===== config.mk =====
export PLATFORM = sky130hd
export DESIGN_NAME = risc_fetch
export DESIGN_NICKNAME = d
export VERILOG_FILES = /design/src/rtl/risc_fetch_pkg.sv /design/src/rtl/risc_fetch.sv
export SDC_FILE = /design/constraint.sdc
export NUM_CORES = 1
export LEC_CHECK = 0
export ABC_AREA = 0
export BUFFER_PORTS_ARGS = -buffer_cell sky130_fd_sc_hd__buf_4
export CAP_MARGIN = 20
export CORE_MARGIN = 4
export CORE_UTILIZATION = 50
export CTS_BUF_LIST = sky130_fd_sc_hd__clkbuf_8
export CTS_CLUSTER_SIZE = 8
export DETAILED_ROUTE_END_ITERATION = 8
export PLACE_DENSITY = 0.91
export SYNTH_ARGS = -nofsm -noshare
export SYNTH_HDL_FRONTEND = slang
export SYNTH_SLANG_ARGS = --single-unit

===== constraint.sdc =====
create_clock -name clk -period 2.5 [get_ports clk]
set_clock_uncertainty 0.15 [all_clocks]
set_input_delay 0.25 -clock clk [delete_from_list [all_inputs] [get_ports clk]]
set_output_delay 0.25 -clock clk [all_outputs]
set_load 0.01 [all_outputs]

===== src/rtl/risc_fetch_pkg.sv =====
// Shared RISC32 constants: opcodes, register names, fetch state encodings
// and the jump-offset shift used by fetch, decode and execute.
package risc_fetch_pkg;

  // Primary opcodes live in instruction bits [31:26].
  localparam logic [5:0] OP_NOP  = 6'h00;
  localparam logic [5:0] OP_LDI  = 6'h01;
  localparam logic [5:0] OP_GOTO = 6'h02;
  localparam logic [5:0] OP_ADD  = 6'h03;
  localparam logic [5:0] OP_SUB  = 6'h04;

  // Register names used by the assembler-style encodings.
  localparam logic [4:0] R0 = 5'd0;
  localparam logic [4:0] R1 = 5'd1;
  localparam logic [4:0] R2 = 5'd2;
  localparam logic [4:0] R3 = 5'd3;

  // Word offsets are turned into byte offsets by this shift.
  localparam int JUMP_SHIFT = 2;

  // Fetch stage states: address out and counting, or word held for decode.
  typedef enum logic {
    S_FETCH = 1'b0,
    S_VALID = 1'b1
  } fetch_state_e;

  // Instruction addresses are always word aligned.
  function automatic logic [31:0] align_pc(input logic [31:0] pc);
    return pc & 32'hFFFF_FFFC;
  endfunction

endpackage


===== src/rtl/risc_fetch.sv =====
// RISC32 instruction-fetch initiator. Drives the ROM address from the PC,
// captures the ROM word after WAIT_STATES extra cycles and holds it on a
// valid/ready handshake towards decode. Execute may redirect the PC at any
// time. Optional in-stage GOTO folding: define RISC32_FETCH_GOTO_EN.
module risc_fetch
  import risc_fetch_pkg::*;
#(
  parameter logic [31:0] RESET_PC    = 32'h0000_0000,
  parameter int          WAIT_STATES = 0,
  parameter int          CNT_W       = 4
) (
  input  logic        clk,
  input  logic        reset,
  output logic [31:0] imem_addr,
  input  logic [31:0] imem_data,
  output logic [31:0] instr,
  output logic [31:0] instr_pc,
  output logic        instr_valid,
  input  logic        instr_ready,
  input  logic        redirect_valid,
  input  logic [31:0] redirect_pc
);

  // Counter value on which the ROM word is guaranteed stable.
  localparam logic [CNT_W-1:0] WAIT_LAST = CNT_W'(WAIT_STATES);

  fetch_state_e     state_q, state_d;
  logic [31:0]      pc_q, pc_d;
  logic [CNT_W-1:0] wait_cnt_q, wait_cnt_d;
  logic [31:0]      instr_q, instr_d;
  logic [31:0]      instr_pc_q, instr_pc_d;
  logic             is_goto;
  logic [31:0]      goto_target;

`ifdef RISC32_FETCH_GOTO_EN
  // Target of a GOTO: the following word plus the signed word offset.
  function automatic logic [31:0] jump_target(input logic [31:0] pc,
                                              input logic [25:0] offs);
    logic [31:0] sext;
    sext = {{6{offs[25]}}, offs};
    return pc + 32'd4 + (sext << JUMP_SHIFT);
  endfunction

  assign is_goto     = (imem_data[31:26] == OP_GOTO);
  assign goto_target = jump_target(pc_q, imem_data[25:0]);
`else
  // Without folding every word goes to decode and the PC only moves by
  // sequential advance or redirect.
  assign is_goto     = 1'b0;
  assign goto_target = pc_q;
`endif

  // Next-state logic: fetch/hold sequencing, then redirect overrides all.
  always_comb begin
    state_d    = state_q;
    pc_d       = pc_q;
    wait_cnt_d = wait_cnt_q;
    instr_d    = instr_q;
    instr_pc_d = instr_pc_q;

    case (state_q)
      S_FETCH: begin
        if (wait_cnt_q == WAIT_LAST) begin
          wait_cnt_d = '0;
          if (is_goto) begin
            // Jump consumed here; start fetching the target next cycle.
            pc_d = goto_target;
          end else begin
            instr_d    = imem_data;
            instr_pc_d = pc_q;
            state_d    = S_VALID;
          end
        end else begin
          wait_cnt_d = wait_cnt_q + 1'b1;
        end
      end
      S_VALID: begin
        if (instr_ready) begin
          pc_d    = pc_q + 32'd4;
          state_d = S_FETCH;
        end
      end
      default: begin
        state_d = S_FETCH;
      end
    endcase

    // A redirect abandons any in-flight fetch; a word transferred in the
    // same cycle still belongs to decode, but the redirect PC wins.
    if (redirect_valid) begin
      pc_d       = align_pc(redirect_pc);
      wait_cnt_d = '0;
      instr_d    = instr_q;
      instr_pc_d = instr_pc_q;
      state_d    = S_FETCH;
    end
  end

  // State registers with synchronous reset, which beats every other request.
  always_ff @(posedge clk) begin
    if (reset) begin
      state_q    <= S_FETCH;
      pc_q       <= RESET_PC;
      wait_cnt_q <= '0;
      instr_q    <= '0;
      instr_pc_q <= '0;
    end else begin
      state_q    <= state_d;
      pc_q       <= pc_d;
      wait_cnt_q <= wait_cnt_d;
      instr_q    <= instr_d;
      instr_pc_q <= instr_pc_d;
    end
  end

  assign imem_addr   = pc_q;
  assign instr       = instr_q;
  assign instr_pc    = instr_pc_q;
  assign instr_valid = (state_q == S_VALID);

endmodule

==> results of run 1 <==
report_power, final:
part           leakage, uW  total [uW]  internal (uW)  switching (uW)
logic              0.00157         557            284             274
clock network    0.0000904         942            371             571
registers         0.000797        1720           1630            91.5
total              0.00245        3220           2290             936
kinds of logic (layout without fill, tap and decap cells):
kind of cell | after synthesis | after routing | share of synthesized area (%)
muxes | 1 | 1 | 0.237
xor gates and xnor gates | 13 | 13 | 2.69
DFF | 97 | 97 | 45.9
AOI/OAI and AO/OA | 117 | 117 | 17.0
and+or+nand+nor | 252 | 252 | 27.8
buffers and inverters | 55 | 230 | 5.36
adders and majority gates | 3 | 3 | 0.888
other | 1 | 4 | 0.0887
cell usage in the layout, fill, tap and decap left out, types with 4 or more instances in the layout:
cell type / n
o21ai_0: 6
buf_4: 172
nand4_1: 15
a21oi_1: 70
o31ai_1: 6
clkbuf_8: 9
nand2_1: 144
a311oi_1: 7
nor4_1: 5
xnor2_1: 7
a211oi_1: 13
nor3_1: 6
dfxtp_1: 97
dlygate4sd3_1: 31
inv_1: 11
nor2_1: 30
and4_1: 5
conb_1: 4
nand3_1: 16
xor2_1: 6
or4_1: 9
metrics by stage:
step,instances,hold WS (ns)
floorplan,542,0.236
global placement,775,0.292
detailed placement,775,0.297
CTS,822,0.00471
global route,822,0.00635
finish,822,0.0147
state kept, by name, indices dropped and copies added, names as in the netlist:
name / count
instr_valid: 1
instr: 32
wait_cnt_q: 4
instr_pc: 30
imem_addr: 30
critical path: cells and delay by family, from the launching register on:
kind	cells	cell delay, ns
AND/OR/NAND/NOR	3	1.32
AO/OA/AOI/OAI	1	0.26
flip-flops	1	0.48
per-layer routing:
layer  vias to the layer above  track usage [%]
li1                       2220                -
met1                      2073             31.3
met2                       200             45.8
met3                        47             3.89
met4                         0             12.9
met5                         -                0
path summary, 6_finish.rpt:
check	startpoint	slack (ns)	end	depth (start not counted)
max	imem_addr[10]	0.20	imem_addr[29]	4
min	redirect_pc[15]	0.01	imem_addr[15]	3
max reg2reg	imem_addr[10]	0.20	imem_addr[29]	4
min reg2reg	instr[28]	0.31	instr[28]	2
final cells by class:
type,count,area (um^2)
Fill cell,606,2250
Multi-Input combinational cell,390,2080
Sequential cell,97,1940
Timing Repair Buffer,203,1600
Tap cell,105,131
Clock buffer,9,124
Clock inverter,7,52.6
Inverter,11,41.3
==> results.py, run 1 <==
metrics = {
    "clock_network": {
        "clock_latency_ns": 0.36,
        "clock-sinks": 97,
        "post_cts_resized": 0,
        "cts_buffer_depth": 2,
        "post-cts-setup-buffer-count": 0,
        "cts_made_buffers": 9,
        "clkTransAtPathRegs_ns": 0.10,
        "ctsHoldBuffers": 31,
        "cts.htree.levels": 3,
        "cts_tree": "yes",
        "cts-root-buf": "clkbuf_8",
    },
    "synthesis": {
        "synth.cell_area_um2": 4230,
        "synth_common_cells": "nand2_1, dfxtp_1, a21oi_1, clkbuf_1, nor2_1",
        "synthDistinctLibCells": 46,
        "yosysTopAreaCellShare_pct": 45.9,
        "synth_top_area_cell": "dfxtp_1",
        "ys_async_sr_fraction_pct": 0,
        "syn_area_per_cell_um2": 7.84,
        "synth_flop_cell": "dfxtp_1",
        "yosysMostFrequentCell": "nand2_1",
        "synthTopCellsByArea": "dfxtp_1, nand2_1, a21oi_1",
        "synth_edf_count": 0,
        "synthCells": 539,
        "synth-seq-cells": 97,
        "yosys_warnings": 0,
        "synth_seq_area_share_pct": 45.9,
    },
    "worst_setup_path": {
        "worst-path-max-fanout": 7,
        "endpoint_kind": "flip-flop",
        "cp_data_arrival_time_ns": 2.42,
        "crit_slowest_cell": "or4_1",
        "path_class": "flip-flop to flip-flop",
        "path_cells": "nand4_1, or4_1, or4_1, a311oi_1",
        "worst_path_largest_cell_delay_ns": 0.57,
        "cp.required_ns": 2.62,
        "startpoint_type": "flip-flop",
        "critPathMostFrequentCell": "or4_1",
    },
    "drt": {
        "wl_met2_mm": 6.75,
        "dr_wl_met3_um": 818,
        "wl_per_cell_um": 16.0,
        "m1WireLength_mm": 5.09,
        "drc": 0,
        "highest-signal-layer": "met4",
        "drt.antenna.violating_nets": 0,
        "num_vias": 4540,
        "routed_wirelength_mm": 13.2,
        "drt_first_pass_iters": 5,
        "drt_iter0_markers": 242,
        "viasPerCell": 5.52,
    },
    "sta": {
        "tightest_slew_ns": 0.657,
        "min_period_over_period_pct": 91.9,
        "fin_crit_ns": 2.30,
        "hold_viol": 0,
        "drv_slew": 0,
        "timing.setup.tns_ns": 0,
        "fmax_mhz": 435,
        "finalWorstSetupSlack_ns": 0.204,
        "relSlewSlack_pct": 56.2,
        "rsz0062_at_grt": "no",
        "setup_viol": 0,
    },
    "global_route": {
        "grt_overflow": 0,
        "grt_pass1_wl_mm": 21.3,
        "antenna_found_initial": 0,
        "grt.total_usage_pct": 26.2,
        "grt_max_degree": 65,
        "grt_pass1_vias": 4502,
    },
    "layout": {
        "antennaDiodeCount": 0,
        "area_growth_pct": 41.2,
        "stdcell_area_um2": 5970,
        "nets": 783,
        "fin_util_pct": 72.7,
        "layout-drive-gt1-share_pct": 27.8,
    },
    "worst_hold_path": {
        "min_path_type": "primary input to flip-flop",
    },
    "run": {
        "max_cap_violations": 0,
    },
    "floorplan": {
        "start_util_pct": 51.5,
        "core_um2": 8220,
        "die_h_um": 100,
        "die-area_um2": 9990,
        "top_level_ports": 165,
        "rows": 33,
        "die_x_um": 100,
    },
    "placed_design": {
        "dpl.hpwl_mm": 9.02,
        "dp_slack_ns": 0.235,
        "post_dp_cell_area_um2": 5480,
        "gp_congestion": 0.900,
        "place.port_buffers": 158,
    },
    "outcome": {
        "status": "finished, final reports clean",
    },
    "power_and_ir_drop": {
        "power_per_cell_area_nw_per_um2": 540,
        "leakage_uw": 0.00245,
        "finalPower_uw": 3220,
        "ir_drop_mv": 0.340,
    },
}
(Power assumes the default switching activity.)
==> inputs of run 2 (changes only) <==
--- a/config.mk
+++ b/config.mk
@@ -13,7 +13,8 @@
 export CTS_BUF_LIST = sky130_fd_sc_hd__clkbuf_8
 export CTS_CLUSTER_SIZE = 8
 export DETAILED_ROUTE_END_ITERATION = 8
-export PLACE_DENSITY = 0.91
+export PLACE_DENSITY_LB_ADDON = 0.2
+export RECOVER_POWER = 25
 export SYNTH_ARGS = -nofsm -noshare
 export SYNTH_HDL_FRONTEND = slang
 export SYNTH_SLANG_ARGS = --single-unit
==> run 2 against run 1 <==
Compared with the run above:
- core utilization shrank 1.1 points
- critical path depth is the same
- final cell count grew 1.1%
- fmax grew 0.50%
- sequential cell count is the same
- wire length shrank 0.33%
- sequential power is essentially flat
- total power shrank 0.96%
- hold slack lost 0.0071 ns
- design area shrank 1.5%
- die area is the same
- clock-buffer cell count is the same
==> results.py, run 2 (synthesized netlist as in run 1, its figures left out) <==
metrics = {
    "sta": {
        "relSlewSlack_pct": 62.6,
        "fmax_mhz": 438,
        "min_period_over_period_pct": 91.4,
        "drv_slew": 0,
        "timing.setup.tns_ns": 0,
        "tightest_slew_ns": 0.560,
        "setup_viol": 0,
        "hold_viol": 0,
        "fin_crit_ns": 2.28,
        "hold_slack_ns": 0.00760,
        "rsz0062_at_grt": "no",
    },
    "placed_design": {
        "place.port_buffers": 158,
        "post_dp_cell_area_um2": 5500,
        "dp_cells": 777,
        "dpl.hpwl_mm": 8.79,
        "gp_congestion": 0.854,
    },
    "worst_setup_path": {
        "reg2reg_setup_slack_ns": 0.22,
        "reg2regPathDepth": 4,
        "cp_data_arrival_time_ns": 2.42,
        "cp.required_ns": 2.63,
        "startpoint_type": "flip-flop",
        "worst-path-max-fanout": 8,
        "worstReg2RegStart": "imem_addr[9]",
        "crit_path_end": "imem_addr[29]",
        "cp-startpoint": "imem_addr[9]",
        "path_class": "flip-flop to flip-flop",
        "r2r-end": "imem_addr[29]",
        "endpoint_kind": "flip-flop",
    },
    "power_and_ir_drop": {
        "ir_drop_mv": 0.396,
        "leakage_uw": 0.00230,
        "power_per_cell_area_nw_per_um2": 543,
    },
    "global_route": {
        "antenna_found_initial": 0,
        "grt_pass1_vias": 4378,
        "grt_pass1_wl_mm": 20.9,
        "grt_overflow": 0,
        "grt.total_usage_pct": 25.9,
        "grt_max_degree": 43,
    },
    "clock_network": {
        "cts.htree.levels": 3,
        "clock-sinks": 97,
        "cts_tree": "yes",
        "post-cts-setup-buffer-count": 0,
        "clkTransAtPathRegs_ns": 0.10,
        "post_cts_resized": 0,
        "clock_latency_ns": 0.36,
        "cts_buffer_depth": 2,
        "ctsHoldBuffers": 38,
        "cts_made_buffers": 9,
        "cts-root-buf": "clkbuf_8",
    },
    "layout": {
        "fillerInstances": 719,
        "largest_reg_flops": 32,
        "nets": 792,
        "mostFrequentLayoutCells": "nand2_1, buf_4, dfxtp_1, a21oi_1, clkbuf_1",
        "antennaDiodeCount": 0,
        "area_growth_pct": 39.1,
        "final_cells": 831,
        "stdcell_area_um2": 5880,
        "layout-drive-gt1-share_pct": 21.3,
        "final_common_cell": "nand2_1",
        "multiInputGateArea_um2": 2080,
        "regArea_um2": 1940,
    },
    "floorplan": {
        "start_util_pct": 51.5,
        "die-area_um2": 9990,
        "die_h_um": 100,
        "die_x_um": 100,
        "top_level_ports": 165,
        "rows": 33,
        "core_um2": 8220,
    },
    "run": {
        "max_cap_violations": 0,
    },
    "drt": {
        "drt_iter0_markers": 300,
        "num_vias": 4509,
        "drt.antenna.violating_nets": 0,
        "routed_wirelength_mm": 13.1,
        "viasPerCell": 5.43,
        "drt_first_pass_iters": 5,
        "drc": 0,
        "wl_per_cell_um": 15.8,
    },
    "worst_hold_path": {
        "min_path_type": "primary input to flip-flop",
    },
    "outcome": {
        "status": "finished, final reports clean",
    },
}
run 2: cell count changes in the layout (fill, tap and decap cells not counted):
cell	change
dlygate4sd3_1	+7
clkbuf_1	+45
clkinvlp_4	+1
buf_4	-43
inv_6	-2
inv_1	+1
run 2: layer usage:
metal / part of all wire [%] / GRT usage (%) / wire length, um / up-vias
met5: 0 / 0 / 0 / -
met4: 3.0 / 10.7 / 394 / 0
met3: 6.3 / 4.73 / 829 / 35
met2: 50 / 44.0 / 6560 / 173
met1: 41 / 32.4 / 5330 / 2072
li1: - / - / - / 2229
run 2: how the worst min path moves through the flow:
| stage | startpoint | endpoint | slack (ns) | cells past startpoint |
|---|---|---|---|---|
| 3_3_place_gp | instr_pc[20] | instr_pc[20] | 0.29 | 2 |
| 6_report | redirect_pc[20] | imem_addr[20] | 0.008 | 3 |
| 2_1_floorplan | imem_data[0] | instr[0] | 0.24 | 2 |
| 4_1_cts | redirect_pc[20] | imem_addr[20] | 0.0005 | 3 |
| 3_5_place_dp | instr[31] | instr[31] | 0.30 | 2 |
| 5_1_grt | redirect_pc[20] | imem_addr[20] | 0.005 | 3 |
run 2: where the power goes:
group	internal [uW]	leakage, uW	switching (uW)
registers	1630	0.000797	85.6
clock network	360	0.0000868	568
logic	265	0.00142	280
run 2: stage by stage:
step	setup slack (ns)	utilization (%)	total power, uW
2_1_floorplan	0.331	-	1990
3_5_place_dp	0.262	66.9	2270
5_1_grt	0.0885	71.6	3340
4_1_cts	0.236	73.6	3230
3_3_place_gp	0.311	66.9	2250
6_report	0.215	71.6	3190
run 2: area by class of cell:
class / count / share of cell area [%]
Clock inverter: 7 / 0.787
Clock buffer: 9 / 2.11
Sequential cell: 97 / 33.0
Multi-Input combinational cell: 390 / 35.3
Inverter: 11 / 0.702
Tap cell: 105 / 2.23
Timing Repair Buffer: 212 / 25.8
run 2: worst max-delay path: stages (launching register included):
cell and delay (ns):
dfxtp_1 0.49, nand4_1 0.21, or4_1 0.57, or4_1 0.52, a311oi_1 0.26
